===== src/rtl/cacheline_burst_adaptor_if.sv =====
// Cache-side line port and memory-side 64-bit burst port of the line/burst adaptor.
// slave is the adaptor's view; master is the view of whoever drives it.
interface cacheline_burst_adaptor_if;
  logic [255:0] line_i;
  logic [255:0] line_o;
  logic [31:0]  address_i;
  logic         read_i;
  logic         write_i;
  logic         resp_o;
  logic [63:0]  burst_i;
  logic [63:0]  burst_o;
  logic [31:0]  address_o;
  logic         read_o;
  logic         write_o;
  logic         resp_i;

  modport slave (
    input  line_i, address_i, read_i, write_i, burst_i, resp_i,
    output line_o, resp_o, burst_o, address_o, read_o, write_o
  );

  modport master (
    output line_i, address_i, read_i, write_i, burst_i, resp_i,
    input  line_o, resp_o, burst_o, address_o, read_o, write_o
  );
endinterface


===== src/rtl/cacheline_burst_adaptor.sv =====
// Converts 256-bit cache line reads/writes into 4-beat 64-bit memory bursts.
// One beat moves per cycle with resp_i high; resp_o pulses once in DONE.
module cacheline_burst_adaptor (
  input  logic                        clk,
  input  logic                        rst,
  cacheline_burst_adaptor_if.slave    bus
);
  typedef enum logic [1:0] {S_IDLE, S_READ, S_WRITE, S_DONE} state_t;

  state_t       r_state;
  state_t       w_next;
  logic [1:0]   r_cnt;
  logic [31:0]  r_addr;
  logic [255:0] r_wline;
  logic [255:0] r_rline;
  logic [7:0]   w_off;
  logic         w_last;

  assign w_off  = {r_cnt, 6'd0};
  assign w_last = bus.resp_i && (r_cnt == 2'd3);

  always_ff @(posedge clk or posedge rst) begin
    if (rst) r_state <= S_IDLE;
    else     r_state <= w_next;
  end

  always_comb begin
    w_next = r_state;
    case (r_state)
      S_IDLE: begin
        // write has priority when both requests are up
        if (bus.write_i)     w_next = S_WRITE;
        else if (bus.read_i) w_next = S_READ;
      end
      S_READ:  if (w_last) w_next = S_DONE;
      S_WRITE: if (w_last) w_next = S_DONE;
      S_DONE:  w_next = S_IDLE;
      default: w_next = S_IDLE;
    endcase
  end

  always_ff @(posedge clk or posedge rst) begin
    if (rst) begin
      r_cnt   <= 2'd0;
      r_addr  <= 32'd0;
      r_wline <= 256'd0;
      r_rline <= 256'd0;
    end else begin
      case (r_state)
        S_IDLE: begin
          if (bus.write_i) begin
            r_wline <= bus.line_i;
            r_addr  <= bus.address_i & 32'hFFFF_FFE0;
            r_cnt   <= 2'd0;
          end else if (bus.read_i) begin
            r_addr  <= bus.address_i & 32'hFFFF_FFE0;
            r_cnt   <= 2'd0;
          end
        end
        S_READ: begin
          if (bus.resp_i) begin
            r_rline[w_off +: 64] <= bus.burst_i;
            r_cnt                <= r_cnt + 2'd1;
          end
        end
        S_WRITE: begin
          if (bus.resp_i) r_cnt <= r_cnt + 2'd1;
        end
        default: ;
      endcase
    end
  end

  always_comb begin
    bus.read_o    = (r_state == S_READ);
    bus.write_o   = (r_state == S_WRITE);
    bus.resp_o    = (r_state == S_DONE);
    bus.address_o = r_addr;
    bus.line_o    = r_rline;
    bus.burst_o   = 64'd0;
    if (r_state == S_WRITE) bus.burst_o = r_wline[w_off +: 64];
  end
endmodule


===== src/flat_wrapper.sv =====
// flat-port wrapper written by rule: the top's interface ports become plain ports
module cacheline_burst_adaptor_flat 
  (clk, rst, bus_line_i, bus_address_i, bus_read_i, bus_write_i, bus_burst_i, bus_resp_i, bus_line_o, bus_resp_o, bus_burst_o, bus_address_o, bus_read_o, bus_write_o);
  cacheline_burst_adaptor_if bus_i ();
  input  logic clk;
  input  logic rst;
  input wire logic [$bits(bus_i.line_i)-1:0] bus_line_i;
  input wire logic [$bits(bus_i.address_i)-1:0] bus_address_i;
  input wire logic [$bits(bus_i.read_i)-1:0] bus_read_i;
  input wire logic [$bits(bus_i.write_i)-1:0] bus_write_i;
  input wire logic [$bits(bus_i.burst_i)-1:0] bus_burst_i;
  input wire logic [$bits(bus_i.resp_i)-1:0] bus_resp_i;
  output wire logic [$bits(bus_i.line_o)-1:0] bus_line_o;
  output wire logic [$bits(bus_i.resp_o)-1:0] bus_resp_o;
  output wire logic [$bits(bus_i.burst_o)-1:0] bus_burst_o;
  output wire logic [$bits(bus_i.address_o)-1:0] bus_address_o;
  output wire logic [$bits(bus_i.read_o)-1:0] bus_read_o;
  output wire logic [$bits(bus_i.write_o)-1:0] bus_write_o;
  assign bus_i.line_i = bus_line_i;
  assign bus_i.address_i = bus_address_i;
  assign bus_i.read_i = bus_read_i;
  assign bus_i.write_i = bus_write_i;
  assign bus_i.burst_i = bus_burst_i;
  assign bus_i.resp_i = bus_resp_i;
  assign bus_line_o = bus_i.line_o;
  assign bus_resp_o = bus_i.resp_o;
  assign bus_burst_o = bus_i.burst_o;
  assign bus_address_o = bus_i.address_o;
  assign bus_read_o = bus_i.read_o;
  assign bus_write_o = bus_i.write_o;
  cacheline_burst_adaptor u_core (.clk(clk), .rst(rst), .bus(bus_i));
endmodule

===== config.mk =====
export PLATFORM = sky130hd
export DESIGN_NAME = cacheline_burst_adaptor_flat
export DESIGN_NICKNAME = d
export VERILOG_FILES = /design/src/rtl/cacheline_burst_adaptor_if.sv /design/src/rtl/cacheline_burst_adaptor.sv /design/src/flat_wrapper.sv
export SDC_FILE = /design/constraint.sdc
export NUM_CORES = 1
export LEC_CHECK = 0
export ABC_AREA = 1
export CAP_MARGIN = 30
export CORE_AREA = 4 4 275 277
export DETAILED_ROUTE_END_ITERATION = 10
export DIE_AREA = 0 0 279 281
export GPL_TIMING_DRIVEN = 0
export PLACE_DENSITY = 0.56
export SYNTH_ARGS = -nofsm -noshare
export SYNTH_HDL_FRONTEND = slang
export SYNTH_SLANG_ARGS = --single-unit
export TNS_END_PERCENT = 20

===== constraint.sdc =====
create_clock -name clk -period 23.5 [get_ports clk]
set_input_delay 3.525 -clock clk [delete_from_list [all_inputs] [get_ports clk]]
set_output_delay 3.525 -clock clk [all_outputs]
set_load 0.01 [all_outputs]

# After elaboration in Yosys (flattened, before gate mapping)
# Cells that the tools add are included.
# W data, S select, Z words.
[classes]
n_addsub = 2
n_eq_ne = 7
shifts = 3
n_mux = 12
reduce_logical = 10
[op_table]
columns = ["op", "count"]
rows = [
  ["$bwmux W256", 1],
  ["$shift A64 B10 Y256 const A", 1],
  ["$shiftx A256 B9 Y64", 1],
  ["$shiftx A64 B10 Y256", 1],
  ["$mux W32", 2],
  ["$mux W64", 1],
  ["$mux W2", 6],
  ["$neg A8 Y10", 1],
  ["$reduce_and A2 Y1", 4],
  ["$eq A2 B2 Y1 const B", 3],
  ["$pmux W2 S3", 1],
  ["$ne A2 B1 Y1 const B", 2],
  ["$pmux W2 S2", 1],
  ["$reduce_bool A2 Y1", 2],
  ["$ne A3 B3 Y1 const B", 1],
  ["$reduce_and A3 Y1", 1],
  ["$add A2 B1 Y2 const B", 1],
  ["$eq A2 B1 Y1 const B", 1],
  ["$logic_not A2 Y1", 1],
  ["$reduce_or A2 Y1", 1],
  ["$logic_and A1 B1 Y1", 1],
]
[totals]
reg_bits = 548
wordCells = 39

# Longest topological paths before layout
# Gate-level depths: netlist of the first run.
[logic_depth]
word_depth = 4
mapped_depth = 12

# Worst setup path after synthesis of the first run
# Ideal clock, no wire load.
[synth_path]
path_kind = "reg2out"
from = "register u_core.r_cnt[1]"
to = "output port bus_burst_o[14]"
arrival_time_ns = 1.215
path_slack_ns = 18.760
path_stages_with_launch = 6
path_buffers = 2
cell_sequence = "dfrtp_1 -> inv_1 -> buf_4 -> buf_1 -> nand3_1 -> a21oi_1"
[synth_between]
elab_chain_len = 2
[synth_rtl]
columns = ["element", "line", "rtl"]
rows = [
  ["from (decl)", "cacheline_burst_adaptor.sv:12", "logic [1:0] r_cnt;"],
  ["from (signal assigned)", "cacheline_burst_adaptor.sv:63", "r_cnt <= r_cnt + 2'd1;"],
  ["from (signal assigned)", "cacheline_burst_adaptor.sv:67", "if (bus.resp_i) r_cnt <= r_cnt + 2'd1;"],
  ["$shiftx A256 B9 Y64", "cacheline_burst_adaptor.sv:81", "if (r_state == S_WRITE) bus.burst_o = r_wline[w_off +: 64];"],
  ["$mux W64", "cacheline_burst_adaptor.sv:81", ""],
  ["to (decl)", "flat_wrapper.sv:15", "output wire logic [$bits(bus_i.burst_o)-1:0] bus_burst_o;"],
]
# Every way passes these cells.

# Worst setup path in the final report of the first run
[layout_path]
from = "register u_core.r_cnt[1]"
to = "output port bus_burst_o[10]"
# The elaborated chain is that of the path after synthesis.

==> summary.md, run 1 <==
| Metric | Value |
|---|---|
| Maxcap violations | 0 |
| Critical path class | reg -> out |
| Design Power | 3.95 mW |
| Hold buffers post-CTS | 0 |
| Total clock sinks | 543 |
| Min-Delay Path Class | reg -> reg |
| Gr ovfl total | 0 |
| DR DRC count | 0 |
| Synth cell types | 21 |
| Max-slew violation count | 0 |
| Largest net degree at the start of global routing | 123 |
| Post-synthesis sequential area ratio | 55.9% |
| Synth Cell Area | 0.0243 mm² |
| Crit path max fanout | 10 |
| GRT Resource Usage Total | 24.9% |
| Worst Path Required | 19980 ps |
| Root Buffer | clkbuf_16 |
| Die area | 0.0784 mm² |
| Initial Util | 33.4% |
| Post-DP Area | 0.0327 mm² |
| Sw frac | 38.4% |
| Post-cts sizing count | 0 |
| DRT antenna net count | 0 |
| Yosys reg bits | 543 |
| Arr. time, crit path | 3170 ps |
| IO Port Bufs | 701 |
| Clock transition at the registers of the reported paths | 60 ps |
| # rows | 99 |
| Clk_skew | 17.7 ps |
| Area delta synth->final | 42.5% |
| Commonest non-fill, non-tap cells in the layout | nand2_1 (885), clkdlybuf4s50_1 (701), dfrtp_1 (543), inv_1 (414), nor2_1 (323) |
| Gpl congestion | 0.894 |
| Most common cell after layout, fill and taps aside | nand2_1 |
| Internal power | 2.43 mW |
| Fin crit share | 28.5% |
| First-pass GRT wire length | 148 mm |
| Worst Setup End Kind | output pin |
| Vias in the first global route | 22700 |
| Psw | 1.52 mW |
| Detailed Route WL | 101 mm |
| Reg2reg setup slack | 20410 ps |
| Avg WL per Cell | 20.7 µm |
| I/O Pins | 712 |
| Worst-Skew Late Latency | 640 ps |
| Post-Syn Instances | 3053 |
| Final hold violation count | 0 |
| Final worst path period need | 6690 ps |
| Die width | 279 µm |
| VDD IR max | 0.0715 mV |
| Number of H-tree levels | 2 |
| Synth warn | 0 |
| DP HPWL | 77.7 mm |
| DRT Pass-1 Iters | 7 |
| CTS tree | yes |
| Initial antenna violation count | 30 |
| Final setup fails | 0 |
| Status | finished clean |
| Pwr Density | 114 mW/mm² |
| Worst-Margin Slew | 847 ps |
| Avg Cell Area, Syn | 7.97 µm² |
| Combinational share of power | 41.7% |
| Unrepaired setup endpoints after global routing | false |
| Core footprint | 0.0728 mm² |
| Fin area | 0.0347 mm² |
| # fillers | 7371 |
| Clock power share | 23.9% |
| Nets | 4193 |
| Post-CTS Setup Inserts | 0 |
| Setup TNS Final | 0 ps |
| Die Ht | 281 µm |
| Reg power frac | 34.3% |
| Crit path launch type | flop |
| Clock buffer depth | 3 |
| Vias per inst | 4.66 |
| Share of cells above drive strength 1 | 6.30% |
| Rel. slew slack | 43.5% |
| Inserted Clock Buffers | 61 |
| Fmax | 0.149 GHz |
| Pleak | 17.7 nW |
| Vias | 22600 |
| First DRT Iteration DRCs | 1601 |
## cells by family after synthesis
logic type                 share of synthesized area, %
and+or+nand+nor                                    24.2
other                                            0.0154
adders and majority gates                         0.566
AOI/OAI and AO/OA                                  8.51
DFF                                                55.9
buffers and inverters                              10.9
## Yosys cell counts, drive strengths merged
master  count  area, µm²
o21ai      93        469
a21oi     320       1600
conb        1       3.75
nand3b      1       7.51
nand3     260       1310
ha         11        138
buf       144        883
inv       421       1580
dfrtp     543      13600
nand2     885       3320
nor2      326       1240
clkbuf     48        180
## area by class of cell
cell class	count	area [µm²]	area share [%]
Antenna cell	19	47.5	0.137
Buffer	192	1060	3.07
Clock buffer	90	1730	4.98
Clock inverter	22	214	0.617
Inverter	421	1590	4.58
Multi-Input combinational cell	1901	8100	23.4
Sequential cell	543	13600	39.2
Tap cell	959	1200	3.46
Timing Repair Buffer	705	7130	20.6
## layer usage
metal | share of wire (%) | global-route usage, % | up-vias
met5 | 0.21 | 0 | -
met4 | 1.8 | 4.90 | 30
met3 | 8.4 | 7.21 | 130
met2 | 49 | 43.2 | 723
met1 | 41 | 31.2 | 10800
li1 | - | - | 10900
## stage by stage
stage / cells / utilization (%) / hold WS, ps / worst slack [ps]
floorplan: 3057 / - / 481 / 4800
global placement: 4717 / 44.7 / 461 / -3000
detailed placement: 4721 / 44.9 / 464 / 17460
CTS: 4833 / 47.5 / 480 / 16760
global route: 4837 / 47.5 / 490 / 16660
finish: 4852 / 47.6 / 476 / 16810
## final timing paths
kind / start / end / depth (start not counted)
hold reg to reg: u_core.bus.line_o[0]$_DFFE_PP0P_ / u_core.bus.line_o[0]$_DFFE_PP0P_ / 2
hold / removal: u_core.bus.line_o[0]$_DFFE_PP0P_ / u_core.bus.line_o[0]$_DFFE_PP0P_ / 2
min in group asynchronous: rst / u_core.bus.line_o[44]$_DFFE_PP0P_ / 2
setup reg to reg: u_core.r_cnt[0]$_DFFE_PP0P_ / u_core.bus.line_o[218]$_DFFE_PP0P_ / 12
max in group asynchronous: rst / u_core.r_wline[207]$_DFFE_PP0P_ / 4
setup / recovery: u_core.r_cnt[1]$_DFFE_PP0P_ / bus_burst_o[10] / 6
## sequential cells by signal (all words and copies together) (netlist names)
| name | flops |
|---|---|
| u_core.bus.address_o | 27 |
| u_core.bus.line_o | 256 |
| u_core.r_cnt | 2 |
| u_core.r_state | 2 |
| u_core.r_wline | 256 |
## power groups by stage
| stage | logic (mW) | clock network (mW) | registers, mW |
|---|---|---|---|
| after CTS | 1.67 | 0.963 | 1.36 |
| after detailed placement | 1.66 | 0 | 1.37 |
| after global placement | 1.64 | 0 | 1.37 |
| after global routing | 1.82 | 1.01 | 1.39 |
| final | 1.65 | 0.946 | 1.36 |
| after floorplan | 0.851 | 0 | 1.40 |
## critical path: stages (launching register included)
cell	delay, ps
dfrtp_1	480
inv_1	110
buf_4	250
clkbuf_1	440
nand3_1	150
a21oi_1	440
clkdlybuf4s50_1	650
Note: power is estimated with default switching activity, not from simulation.
==> inputs of run 2 (changes only) <==
Settings changed: CORE_AREA 4 4 275 277 to 4 4 273 275, DIE_AREA 0 0 279 281 to 0 0 277 279, PLACE_DENSITY 0.56 to 0.59.
Clock period 23.5 ns to 5.6 ns, I/O delays scaled along.
==> run 2 against run 1 <==
Compared with the run above: clock skew shrank 6.7 ps; count of clock-buffer cells in the layout unchanged; worst setup slack got worse by 15000 ps; combinational power rose to 4.2 times the previous value; largest cell class unchanged; cell area rose by 1.0%; register-to-register slack worse by 18000 ps; die area down 1.4%; power rose to 4.3 times the previous value; wire length is 1.5% lower; sequential cell count stayed put.
==> summary.md, run 2 (same netlist as run 1, synthesis figures left out) <==
| Metric | Value |
|---|---|
| R2R Path End | u_core.bus.line_o[160]$_DFFE_PP0P_ |
| Fmax | 0.250 GHz |
| Inserted Clock Buffers | 59 |
| Total clock sinks | 543 |
| Most common cell after layout, fill and taps aside | nand2_1 |
| Area delta synth->final | 44.0% |
| Pleak | 17.9 nW |
| Status | finished clean |
| Post-layout worst setup margin | 1600 ps |
| Post-Place Cells | 4733 |
| Worst-Skew Late Latency | 610 ps |
| Gr ovfl total | 0 |
| Crit path launch type | flop |
| Die area | 0.0773 mm² |
| Max-slew violation count | 0 |
| Vias in the first global route | 23200 |
| Min-Delay Path Class | reg -> reg |
| Die Ht | 279 µm |
| Reg2reg setup slack | 2440 ps |
| First-pass GRT wire length | 146 mm |
| Clk_skew | 11.1 ps |
| First DRT Iteration DRCs | 1414 |
| Vias | 22800 |
| DRT Pass-1 Iters | 6 |
| Detailed Route WL | 99.1 mm |
| DP HPWL | 77.6 mm |
| Final setup fails | 0 |
| R2R cell count | 10 |
| Die width | 277 µm |
| Final worst path period need | 4000 ps |
| VDD IR max | 0.280 mV |
| Share of cells above drive strength 1 | 6.77% |
| Unrepaired setup endpoints after global routing | false |
| GR peak layer | met2 |
| Critical path class | reg -> out |
| Rel. slew slack | 39.4% |
| IO Port Bufs | 701 |
| Gpl congestion | 0.906 |
| Initial Util | 33.6% |
| Initial antenna violation count | 37 |
| # rows | 99 |
| GRT Resource Usage Total | 24.9% |
| Avg WL per Cell | 20.4 µm |
| Clock transition at the registers of the reported paths | 60 ps |
| Setup WS pre-CTS | 2210 ps |
| CP startpoint | u_core.r_cnt[1]$_DFFE_PP0P_ |
| Arr. time, crit path | 3160 ps |
| Hold buffers post-CTS | 0 |
| Setup TNS Final | 0 ps |
| Worst Path Required | 4760 ps |
| Commonest non-fill, non-tap cells in the layout | nand2_1 (885), clkdlybuf4s50_1 (701), dfrtp_1 (543), inv_1 (414), nor2_1 (323) |
| Number of H-tree levels | 2 |
| Core footprint | 0.0723 mm² |
| Fin crit share | 71.4% |
| Worst Setup End Kind | output pin |
| DRT antenna net count | 0 |
| Root Buffer | clkbuf_16 |
| Worst-Margin Slew | 908 ps |
| GR Util met1 | 30.1% |
| Critical Path Sink | bus_burst_o[34] |
| Nets | 4203 |
| Pwr Density | 481 mW/mm² |
| Vias per inst | 4.70 |
| Fin area | 0.0350 mm² |
| Worst reg2reg path startpoint | u_core.r_cnt[0]$_DFFE_PP0P_ |
| Post-DP Area | 0.0329 mm² |
| Maxcap violations | 0 |
| DR DRC count | 0 |
| Global routing met3 resource utilization | 7.75% |
| Clock buffer depth | 3 |
| GRT met2 Usage | 42.3% |
| Final hold violation count | 0 |
| Design Power | 16.8 mW |
| Fin cells | 4860 |
| Post-CTS Setup Inserts | 0 |
| Post-cts sizing count | 0 |
| Largest net degree at the start of global routing | 42 |
| Fin Hold WS | 475 ps |
| Final core utilization | 48.4% |
| I/O Pins | 712 |
| Crit path max fanout | 10 |
| CTS tree | yes |
-- run 2: cell count changes in the layout (fill, tap and decap cells not counted) --
cell,delta
buf_12,+16
buf_16,-4
bufinv_16,+4
clkbuf_1,-9
clkbuf_8,+9
clkinv_2,-4
clkinv_4,+1
clkinv_8,-2
clkinvlp_4,+1
diode_2,-2
inv_6,-1
inv_8,-1
-- run 2: power breakdown --
part / switching [mW] / total (mW) / internal [mW]
logic: 4.18 / 6.93 / 2.74
registers: 0.469 / 5.68 / 5.21
clock network: 1.68 / 4.22 / 2.54
total: 6.33 / 16.8 / 10.5
-- run 2: worst min path at each step --
stage                                                  start  slack, ps                                  to  depth (start not counted)
after global placement    u_core.bus.line_o[215]$_DFFE_PP0P_        460  u_core.bus.line_o[215]$_DFFE_PP0P_                          2
after floorplan                u_core.r_wline[0]$_DFFE_PP0P_        480       u_core.r_wline[0]$_DFFE_PP0P_                          2
after global routing      u_core.bus.line_o[237]$_DFFE_PP0P_        490  u_core.bus.line_o[237]$_DFFE_PP0P_                          2
after CTS                  u_core.bus.line_o[20]$_DFFE_PP0P_        480   u_core.bus.line_o[20]$_DFFE_PP0P_                          2
final                      u_core.bus.line_o[20]$_DFFE_PP0P_        480   u_core.bus.line_o[20]$_DFFE_PP0P_                          2
after detailed placement  u_core.bus.line_o[234]$_DFFE_PP0P_        460  u_core.bus.line_o[234]$_DFFE_PP0P_                          2
-- run 2: cell type report --
type	count	area, µm²
flip-flops and latches	543	13600
clock buffers	90	1820
well taps	959	1200
plain buffers	192	1060
inverters	421	1580
clock inverters	20	282
fillers	7265	37300
repair buffers	717	7340
multi-input cells	1901	8100
diodes	17	42.5
-- run 2: worst max-delay path, cell delays in order, from the launching register on --
cell             delay [ps]
dfrtp_1                 480
buf_2                   390
buf_1                   450
nand3_1                 170
a21oi_1                 430
clkdlybuf4s50_1         630
-- run 2: per-layer routing --
metal / wire (µm) / vias to the layer above / share of wire, %
met5: 250 / - / 0.25
met4: 3610 / 38 / 3.6
met3: 8380 / 211 / 8.5
met2: 47600 / 814 / 48
met1: 39300 / 10800 / 40
li1: - / 10900 / -
